[src/rtl/snd_dma_pkg.sv]
// snd_dma_pkg: register indices, control bit positions and sequencer states for the sound DMA.
package snd_dma_pkg;
    localparam logic [4:0] REG_CTRL    = 5'h00;
    localparam logic [4:0] REG_START_H = 5'h01;
    localparam logic [4:0] REG_START_M = 5'h02;
    localparam logic [4:0] REG_START_L = 5'h03;
    localparam logic [4:0] REG_CNT_H   = 5'h04;
    localparam logic [4:0] REG_CNT_M   = 5'h05;
    localparam logic [4:0] REG_CNT_L   = 5'h06;
    localparam logic [4:0] REG_END_H   = 5'h07;
    localparam logic [4:0] REG_END_M   = 5'h08;
    localparam logic [4:0] REG_END_L   = 5'h09;
    localparam int CTRL_PLAY = 0;
    localparam int CTRL_LOOP = 1;
    typedef enum logic [2:0] {IDLE, ARM, WAIT, REQ, LOAD, GAP, FEND} state_t;
endpackage

[src/rtl/snd_dma_regs.sv]
// snd_dma_regs: CPU-visible sound DMA registers with first-cycle write strobe and read mux.
module snd_dma_regs
    import snd_dma_pkg::*;
#(
    parameter int ADDR_W = 23
) (
    input  logic              clk32,
    input  logic              resb,
    input  logic              CS,
    input  logic [4:0]        A,
    input  logic              RW,
    input  logic [15:0]       DIN,
    output logic [15:0]       DOUT,
    input  logic              clr_play,
    input  logic [ADDR_W-1:0] cnt,
    output logic [ADDR_W-1:0] start_a,
    output logic [ADDR_W-1:0] end_a,
    output logic              loop,
    output logic              play_live
);
    logic        cs_d, we, play;
    logic [23:0] start_b, end_b, cnt_b;
    logic [7:0]  rd;
    logic        unused;
    assign we        = CS & ~RW & ~cs_d;
    assign cnt_b     = 24'({cnt, 1'b0});
    assign start_a   = start_b[ADDR_W:1];
    assign end_a     = end_b[ADDR_W:1];
    assign unused    = ^DIN[15:8];
    // the sequencer must see a PLAY write in the very cycle it happens
    assign play_live = (we && A == REG_CTRL) ? DIN[CTRL_PLAY] : play;
    always_ff @(posedge clk32 or negedge resb) begin
        if (!resb) begin
            cs_d    <= 1'b0;
            play    <= 1'b0;
            loop    <= 1'b0;
            start_b <= '0;
            end_b   <= '0;
        end else begin
            cs_d <= CS;
            if (clr_play) play <= 1'b0;
            if (we) begin
                case (A)
                    REG_CTRL: begin
                        play <= DIN[CTRL_PLAY];
                        loop <= DIN[CTRL_LOOP];
                    end
                    REG_START_H: start_b[23:16] <= DIN[7:0];
                    REG_START_M: start_b[15:8]  <= DIN[7:0];
                    REG_START_L: start_b[7:0]   <= {DIN[7:1], 1'b0};
                    REG_END_H:   end_b[23:16]   <= DIN[7:0];
                    REG_END_M:   end_b[15:8]    <= DIN[7:0];
                    REG_END_L:   end_b[7:0]     <= {DIN[7:1], 1'b0};
                    default: ;
                endcase
            end
        end
    end
    always_comb begin
        rd = '0;
        case (A)
            REG_CTRL: begin
                rd[CTRL_PLAY] = play;
                rd[CTRL_LOOP] = loop;
            end
            REG_START_H: rd = start_b[23:16];
            REG_START_M: rd = start_b[15:8];
            REG_START_L: rd = start_b[7:0];
            REG_CNT_H:   rd = cnt_b[23:16];
            REG_CNT_M:   rd = cnt_b[15:8];
            REG_CNT_L:   rd = cnt_b[7:0];
            REG_END_H:   rd = end_b[23:16];
            REG_END_M:   rd = end_b[15:8];
            REG_END_L:   rd = end_b[7:0];
            default:     rd = '0;
        endcase
        DOUT = (CS && RW) ? {8'h00, rd} : 16'h0000;
    end
endmodule

[src/rtl/ste_dma_snd_ctrl.sv]
// ste_dma_snd_ctrl: STE sound DMA frame sequencer; fetches words while the shifter FIFO has room.
module ste_dma_snd_ctrl
    import snd_dma_pkg::*;
#(
    parameter int ADDR_W = 23
) (
    input  logic              clk32,
    input  logic              resb,
    input  logic              CS,
    input  logic [4:0]        A,
    input  logic              RW,
    input  logic [15:0]       DIN,
    output logic [15:0]       DOUT,
    input  logic              SREQ,
    input  logic              GNT,
    output logic              FREQ,
    output logic [ADDR_W-1:0] ADDR,
    output logic              SLOAD_N,
    output logic              SINT,
    output logic              ACTIVE
);
    state_t            state, state_nx;
    logic [ADDR_W-1:0] cnt, cnt_inc, end_s, start_a, end_a;
    logic              loop, play_live, clr_play;
    snd_dma_regs #(.ADDR_W(ADDR_W)) u_regs (
        .clk32     (clk32),
        .resb      (resb),
        .CS        (CS),
        .A         (A),
        .RW        (RW),
        .DIN       (DIN),
        .DOUT      (DOUT),
        .clr_play  (clr_play),
        .cnt       (cnt),
        .start_a   (start_a),
        .end_a     (end_a),
        .loop      (loop),
        .play_live (play_live)
    );
    assign cnt_inc = cnt + ADDR_W'(1);
    always_ff @(posedge clk32 or negedge resb) begin
        if (!resb) begin
            state <= IDLE;
            cnt   <= '0;
            end_s <= '0;
        end else begin
            state <= state_nx;
            if (state == ARM) begin
                cnt   <= start_a;
                end_s <= end_a;
            end else if (state == LOAD) begin
                cnt <= cnt_inc;
            end
        end
    end
    // a stop during LOAD/GAP lets the word land, then exits through GAP without SINT
    always_comb begin
        state_nx = state;
        clr_play = 1'b0;
        case (state)
            IDLE: state_nx = play_live ? ARM : IDLE;
            ARM:  state_nx = !play_live ? IDLE : (start_a == end_a) ? FEND : WAIT;
            WAIT: state_nx = !play_live ? IDLE : SREQ ? REQ : WAIT;
            REQ:  state_nx = !play_live ? IDLE : GNT ? LOAD : REQ;
            LOAD: state_nx = (cnt_inc == end_s && play_live) ? FEND : GAP;
            GAP:  state_nx = play_live ? WAIT : IDLE;
            FEND: begin
                state_nx = (loop && play_live) ? ARM : IDLE;
                clr_play = !(loop && play_live);
            end
            default: state_nx = IDLE;
        endcase
    end
    assign FREQ    = state == REQ;
    assign ADDR    = cnt;
    assign SLOAD_N = state != LOAD;
    assign SINT    = state == FEND;
    assign ACTIVE  = state != IDLE;
endmodule

[config.mk]
export PLATFORM = sky130hd
export DESIGN_NAME = ste_dma_snd_ctrl
export DESIGN_NICKNAME = d
export VERILOG_FILES = /design/src/rtl/snd_dma_pkg.sv /design/src/rtl/snd_dma_regs.sv /design/src/rtl/ste_dma_snd_ctrl.sv
export SDC_FILE = /design/constraint.sdc
export NUM_CORES = 1
export LEC_CHECK = 0
export ABC_AREA = 1
export BUFFER_PORTS_ARGS = -buffer_cell sky130_fd_sc_hd__buf_2
export CORE_ASPECT_RATIO = 1.1
export CORE_UTILIZATION = 35
export DETAILED_ROUTE_END_ITERATION = 10
export HOLD_SLACK_MARGIN = 0.06
export RECOVER_POWER = 100
export SLEW_MARGIN = 20
export SYNTH_ARGS = -nofsm -noshare
export SYNTH_HDL_FRONTEND = slang
export SYNTH_SLANG_ARGS = --single-unit
[constraint.sdc]
create_clock -name clk32 -period 2.06 [get_ports clk32]
set_clock_uncertainty 0.15 [all_clocks]
set_input_delay 0.515 -clock clk32 [delete_from_list [all_inputs] [get_ports clk32]]
set_output_delay 0.515 -clock clk32 [all_outputs]
set_load 0.005 [all_outputs]
# ---- Yosys cells after proc, flatten, opt, wreduce, memory -nomap -nowiden
# Index checks and enable logic that the tools add are counted.
# Widths: inputs -> output; s select.
dict set report op_classes {
  add_sub_neg 1
  n_eq_ne 18
  n_mux 21
  bitwise_logic 4
  n_reduce_logical 16
}
# operator count
set op_table {}
lappend op_table {{$pmux 6 s9} 1}
lappend op_table {{$eq 23x23->1} 2}
lappend op_table {{$mux 23} 2}
lappend op_table {{$add 23x1->23 const B} 1}
lappend op_table {{$pmux 3 s7} 1}
lappend op_table {{$eq 5x3->1 const B} 4}
lappend op_table {{$pmux 2 s10} 1}
lappend op_table {{$reduce_and 2->1} 7}
lappend op_table {{$mux 3} 4}
lappend op_table {{$eq 5x2->1 const B} 2}
lappend op_table {{$eq 5x4->1 const B} 2}
lappend op_table {{$eq 3x3->1 const B} 3}
lappend op_table {{$mux 1} 8}
lappend op_table {{$mux 8} 1}
lappend op_table {{$eq 3x2->1 const B} 2}
lappend op_table {{$mux 2} 3}
lappend op_table {{$eq 5x1->1 const B} 1}
lappend op_table {{$logic_not 5->1} 1}
lappend op_table {{$logic_and 1x1->1} 4}
lappend op_table {{$eq 3x1->1 const B} 1}
lappend op_table {{$logic_not 3->1} 1}
lappend op_table {{$ne 3x3->1 const B} 1}
lappend op_table {{$reduce_bool 3->1} 1}
lappend op_table {{$and 1x1->1} 2}
lappend op_table {{3 further kinds} 4}
dict set report totals {
  reg_bits 98
  inputBits 27
  out_inout_bits 43
  wordCells 72
}

# ---- Logic depth before layout (Yosys ltp)
# Gate-level depths: netlist of run 1.
dict set report logic_depth {
  ltp_word 11
  mapped_depth 15
  depth_no_buf 15
}

# ---- Modules after synthesis
# From an unflattened synthesis of run 1, not the netlist that was laid out.
dict set report unflattened {
  hier_cells 882
  area_unflattened_um2 6401.1
}
# module n_inst cells_per_inst area_each_um2 seq_area_each_um2
set by_module_without_submodules {}
lappend by_module_without_submodules {ste_dma_snd_ctrl 1 535 3553.4 1226.2}
lappend by_module_without_submodules {snd_dma_regs 1 347 2847.7 1226.2}

# ---- Least setup slack after synthesis of run 1
# No wires, ideal clock.
dict set report synth_timing {
  path_type {in2out}
  startpoint {in A[3]}
  endpoint {out DOUT[7]}
  t_arrival_ns 1.462
  t_required_ns 1.395
  slack_ns -0.067
  path_stages 6
  path_buffers 0
  path_cell_list {inv_1 -> nor2_1 -> nand3_1 -> o21ai_0 -> a21oi_1 -> a31oi_1}
}
dict set report synth_between {
  elab_chain_cells 3
  elab_cells_between_ends 11
  cone_classes {eq/ne (9); mux (2)}
}
# element line_no
set synth_rtl {}
lappend synth_rtl {{start: declaration} ste_dma_snd_ctrl.sv:10} ;# input logic [4:0] A,
lappend synth_rtl {{$eq 5x4->1, or another cell as far along} snd_dma_regs.sv:61} ;# case (A)
lappend synth_rtl {{$pmux 6 s9 (*)} snd_dma_regs.sv:61}
lappend synth_rtl {{$mux 8 (*)} snd_dma_regs.sv:77} ;# DOUT = (CS && RW) ? {8'h00, rd} : 16'h0000;
lappend synth_rtl {{end: declaration} ste_dma_snd_ctrl.sv:13} ;# output logic [15:0] DOUT,
# Every way passes the cells marked *; elsewhere a longest branch is shown, timed or not.

# ---- Worst setup path after layout of run 1
dict set report layout_timing {
  startpoint {in A[0]}
  endpoint {out DOUT[1]}
}
dict set report layout_between {
  elab_chain_cells 3
  elab_cells_between_ends 12
  cone_classes {eq/ne (9); mux (2); reduce/logical (1)}
}
# element line_no
set layout_rtl {}
lappend layout_rtl {{$eq 5x4->1, or another cell as far along} snd_dma_regs.sv:61}
lappend layout_rtl {{$pmux 2 s10 (*)} snd_dma_regs.sv:61}
lappend layout_rtl {{$mux 8 (*)} snd_dma_regs.sv:77}
# Marks and branches as above.

==> impl_metrics.yaml, run 1 <==
clock_tree:
  cts_made_buffers: 9
  cts_sinks: 98
  clk_pin_slew_ps: 70
  clock_latency_ps: 370
  cts_buffer_depth: 2
  htreeDepth: 3
  root_buffer: "clkbuf_16"
  cts_tree: "yes"
sta:
  post-route-min-period_ps: 2440
  worst_pin_slew_ps: 722
  hold_viol: 0
  slew_violations: 0
  fmax_ghz: 0.409
  fin_ws_ps: -385
  finalSetupViolations: 10
  min_period_over_period_pct: 119
  slew_headroom_pct: 51.9
  rsz0062_at_grt: "true"
hold_path:
  whs_path_depth: 2
  hold_class: "in2reg"
  hold_path.startpoint: "CS"
  worst_hold_path.endpoint: "u_regs.cs_d"
cells_and_area:
  stdcell_count: 1190
  fin_area_um2: 8090
  antenna_cells: 0
  final_layout_size_suffix_gt1_share_pct: 29.4
  final_core_utilization_pct: 49.6
  area.growth.synth_to_final_pct: 39.5
  fin_nets: 1009
floorplanning:
  dieArea_um2: 17100
  fp.dieW_um: 125
  pin_count: 70
  floorplan.initialDensity_pct: 35.6
  die_y_um: 137
  rows: 49
  coreArea_um2: 16300
logic_synthesis:
  synth_cells: 804
  postSynthAreaPerCell_um2: 7.22
  seq_area_frac_synth_pct: 42.3
  syn-cell-area_um2: 5800
  ys_warn_count: 0
  ys_ff_latch: 98
  ys_types: 37
outcome:
  violations: "DRC, setup timing"
  status: "finished with violations"
power:
  clkPwrFrac_pct: 27.1
  combPwrFrac_pct: 32.8
  swShare_pct: 35.3
  p_leak_nw: 3.75
  pwr-share-seq_pct: 40.1
  cellPowerDensity_nw_per_um2: 765
  vdd_drop_max_mv: 0.377
  switchingPower_mw: 2.19
  intPower_mw: 4.01
placement:
  place_ws_ps: -516
  dpl_cell_area_um2: 7090
  dp_hpwl_um: 16000
  port_buffers: 53
  dp_cells: 1153
  gp_congestion: 0.990
detailed_routing:
  num_vias: 6274
  wire_per_inst_um: 17.7
  ant_nets: 0
  drtPass1Iterations: 11
  totalWireLength_um: 21100
  dr.first_iter.drc_count: 495
  via_per_inst: 5.27
  drc: 9
setup_path:
  r2r_slack_ps: -110
  critPathLaunchType: "input pin"
  crit_type: "in2out"
  r2r_start: "ADDR[1]"
  rr_worst_depth: 12
  reg2reg_to: "state[0]"
  crit_required_ps: 1390
  critPathArrivalTime_ps: 1780
  cp_max_fo: 4
  end_kind: "output pin"
global_route:
  grt_pass1_wl_um: 32000
  antenna_found_initial: 0
  grt.total_usage_pct: 25.2
  grt_pass1_vias: 5701
  grt_overflow_total: 0
  grt_max_degree: 43
run:
  maxCapViolCount: 0
[layout make-up]
cell class	count	area (um2)
sequential	98	2460
clock inverter	4	25.0
fill	1642	8210
timing repair buffer	183	1350
tap	204	255
multi-input combinational	589	3340
clock buffer	12	267
inverter	100	395
[cell families (layout without fill, tap and decap cells)]
logic type               count (synthesis)  count (layout)  synth area share (%)
adder cells (fa/ha/maj)                  1               1                 0.216
XOR/XNOR                                16              16                  2.65
flip-flops                              98              98                  42.3
AND/OR/NAND/NOR                        414             414                  31.1
buffers and inverters                  124             299                  8.56
other                                    1               8                0.0646
AO/OA/AOI/OAI                          150             150                  15.1
[synthesized netlist by cell type (all sizes together)]
library cell / instances / area [um2]
a2111oi: 2 / 17.5
a21boi: 1 / 7.51
a21oi: 16 / 80.1
a221oi: 1 / 8.76
a31oi: 5 / 31.3
buf: 9 / 65.1
clkbuf: 15 / 56.3
clkinv: 1 / 3.75
conb: 1 / 3.75
dfrtp: 98 / 2450
ha: 1 / 12.5
inv: 99 / 372
nand2: 260 / 991
nand3: 61 / 315
nand3b: 9 / 67.6
nand4: 14 / 87.6
nor2: 59 / 280
nor3: 8 / 40.0
nor3b: 1 / 12.5
nor4: 2 / 12.5
o211ai: 3 / 22.5
o21ai: 85 / 425
o21bai: 1 / 7.51
o221ai: 20 / 175
o22ai: 16 / 100
xnor2: 4 / 35.0
xnor3: 1 / 22.5
xor2: 11 / 96.3
[power groups by stage]
| stage | logic [mW] | registers, mW | clock network [mW] |
|---|---|---|---|
| 2_1_floorplan | 0.913 | 2.46 | 0 |
| 3_3_place_gp | 1.80 | 2.49 | 0 |
| 3_5_place_dp | 1.81 | 2.50 | 0 |
| 4_1_cts | 1.92 | 2.46 | 1.72 |
| 5_1_grt | 2.25 | 2.52 | 1.78 |
| 6_report | 2.03 | 2.48 | 1.68 |
[through the flow]
step	TNS [ps]	hold WS (ps)	total power, mW
after floorplan	0	69.4	3.37
after global placement	-5020	322	4.29
after detailed placement	-5190	323	4.31
after CTS	-2660	205	6.10
after global routing	-4560	215	6.55
final	-2780	213	6.19
[how the worst max path moves through the flow]
stage | slack, ps | start | end | cells past startpoint
after CTS | -340 | A[0] | DOUT[1] | 10
final | -380 | A[0] | DOUT[1] | 10
after detailed placement | -520 | A[3] | DOUT[4] | 11
after floorplan | 20 | A[3] | DOUT[2] | 7
after global routing | -390 | A[0] | DOUT[5] | 11
after global placement | -530 | A[0] | DOUT[4] | 10
[registers in the layout, indices dropped and copies added (netlist names)]
| name | cells |
|---|---|
| u_regs.start_b | 23 |
| u_regs.loop | 1 |
| end_s | 23 |
| u_regs.end_b | 23 |
| ADDR | 23 |
| u_regs.play | 1 |
| state | 3 |
| u_regs.cs_d | 1 |
[placed cells by master (no fill, tap or decap), types with 12 or more instances in the layout]
cell	netlist	layout
nand4_1	14	14
buf_4	8	110
nor2_1	49	37
nand3_1	59	55
o21ai_0	83	72
o221ai_1	20	19
buf_6	0	16
a21oi_1	16	12
inv_1	95	84
dfrtp_1	98	93
nor2_4	4	13
nand2_1	256	241
buf_2	1	46
[per-layer routing]
layer / vias up / GRT usage (%) / share of wire [%]
met5: - / 0 / 0
met4: 0 / 13.9 / 4.8
met3: 60 / 4.38 / 6.8
met2: 264 / 39.9 / 45
met1: 2936 / 33.0 / 44
li1: 3014 / - / -
[critical path: stages]
cell and delay (ps):
buf_8 100, buf_6 120, nand2_2 110, inv_4 70
buf_4 140, nand3_1 110, o21ai_1 130, a221oi_4 230
a21oi_2 100, buf_2 150
[timing repair]
| item | in CTS | in global routing |
|---|---|---|
| pin swaps | 32 | 29 |
| endpoints found under the setup margin | 11 | 14 |
| hold endpoints to repair | 24 | 0 |
| hold buffers | 1 | 0 |
| setup buffers | 13 | 9 |
| gates resized for setup | 80 | 71 |
| gates cloned | 0 | 0 |
Power figures use the tool's default switching activity.
==> run 2: changes to the inputs <==
--- a/config.mk
+++ b/config.mk
@@ -12,6 +12,7 @@
 export DETAILED_ROUTE_END_ITERATION = 10
 export HOLD_SLACK_MARGIN = 0.06
 export RECOVER_POWER = 100
+export SKIP_CTS_REPAIR_TIMING = 1
 export SLEW_MARGIN = 20
 export SYNTH_ARGS = -nofsm -noshare
 export SYNTH_HDL_FRONTEND = slang
==> impl_metrics.yaml, run 2 (synthesized netlist as in run 1, its figures left out) <==
outcome:
  status: "finished with violations"
  violations: "DRC, setup timing"
floorplanning:
  floorplan.initialDensity_pct: 35.6
  pin_count: 70
  rows: 49
  coreArea_um2: 16300
  die_y_um: 137
  dieArea_um2: 17100
  fp.dieW_um: 125
detailed_routing:
  ant_nets: 0
  drc: 9
  totalWireLength_um: 20700
  wire_per_inst_um: 17.5
  drtPass1Iterations: 10
  num_vias: 6148
  via_per_inst: 5.19
  dr.first_iter.drc_count: 491
clock_tree:
  cts_sinks: 98
  cts_tree: "yes"
  clk_pin_slew_ps: 70
  cts_made_buffers: 9
  root_buffer: "clkbuf_16"
  htreeDepth: 3
  clock_latency_ps: 370
  cts_buffer_depth: 2
cells_and_area:
  fillers: 1669
  final_layout_size_suffix_gt1_share_pct: 27.9
  fin_area_um2: 7810
  multi_input_area_um2: 3160
  area.growth.synth_to_final_pct: 34.7
  seq_area_um2: 2460
  stdcell_count: 1184
  final_common_cell: "nand2_1"
  final_cell_mix: "241 x nand2_1, 107 x buf_4, 94 x dfrtp_1"
  fin_nets: 1003
  antenna_cells: 0
placement:
  dp_hpwl_um: 16000
  gp_congestion: 0.990
  dp_cells: 1153
  dpl_cell_area_um2: 7090
  port_buffers: 53
sta:
  finalSetupViolations: 10
  fin_tns_setup_ps: -3010
  worst_pin_slew_ps: 704
  rsz0062_at_grt: "true"
  fmax_ghz: 0.409
  min_period_over_period_pct: 119
  slew_headroom_pct: 53.1
  hold_viol: 0
  slew_violations: 0
  post-route-min-period_ps: 2450
  fin_ws_ps: -386
setup_path:
  crit_type: "in2out"
  cp_max_fo: 6
  crit_required_ps: 1390
  end_kind: "output pin"
  critPathLaunchType: "input pin"
  critPathArrivalTime_ps: 1780
global_route:
  grt.total_usage_pct: 24.7
  grt_pass1_vias: 5494
  grt_pass1_wl_um: 31200
  antenna_found_initial: 0
  grt_max_degree: 43
  grt_overflow_total: 0
power:
  p_leak_nw: 3.68
  vdd_drop_max_mv: 0.374
  cellPowerDensity_nw_per_um2: 782
hold_path:
  hold_class: "in2reg"
run:
  maxCapViolCount: 0
## run 2: area by class of cell
type | instances | share of cell area (%)
Clock buffer | 12 | 3.41
Multi-Input combinational cell | 589 | 40.5
Tap cell | 204 | 3.27
Sequential cell | 98 | 31.5
Inverter | 100 | 4.90
Clock inverter | 4 | 0.320
Timing Repair Buffer | 177 | 16.2
## run 2: path summary, 6_finish.rpt
kind	depth (start not counted)	slack, ps	to	from
min in group asynchronous	2	580	u_regs.end_b[3]	resb
min reg2reg	2	350	end_s[14]	end_s[14]
max	10	-390	DOUT[6]	A[3]
max in group asynchronous	3	180	ADDR[7]	resb
min	2	210	u_regs.cs_d	CS
max reg2reg	14	-100	state[0]	ADDR[1]
## run 2: per-stage QoR
stage          hold slack [ps]  total power [mW]  utilization, %  worst slack (ps)
3_3_place_gp               322              4.29            43.5              -532
2_1_floorplan             69.4              3.37               -              15.4
5_1_grt                    217              6.47            47.9              -443
3_5_place_dp               323              4.31            43.5              -516
4_1_cts                  -69.4              6.00            45.3              -516
6_report                   213              6.11            47.9              -386
## run 2: worst max-delay path: stages
cell and delay (ps):
buf_2 100, inv_2 40, nand2_2 110, nor2_4 60
buf_6 130, nand2_2 110, o22ai_1 80, nor4_1 330
a21oi_1 140, buf_2 150
## run 2: report_power, final
group / internal [mW] / switching (mW) / total [mW]
registers: 2.19 / 0.293 / 2.48
clock network: 0.914 / 0.761 / 1.67
logic: 0.865 / 1.09 / 1.95
## run 2: metal layers
layer,GRT usage (%),up-vias,share of wire (%)
met4,12.0,0,4.4
li1,-,2995,-
met1,32.8,2877,45
met3,4.07,59,6.3
met5,0,-,0
met2,39.3,217,44
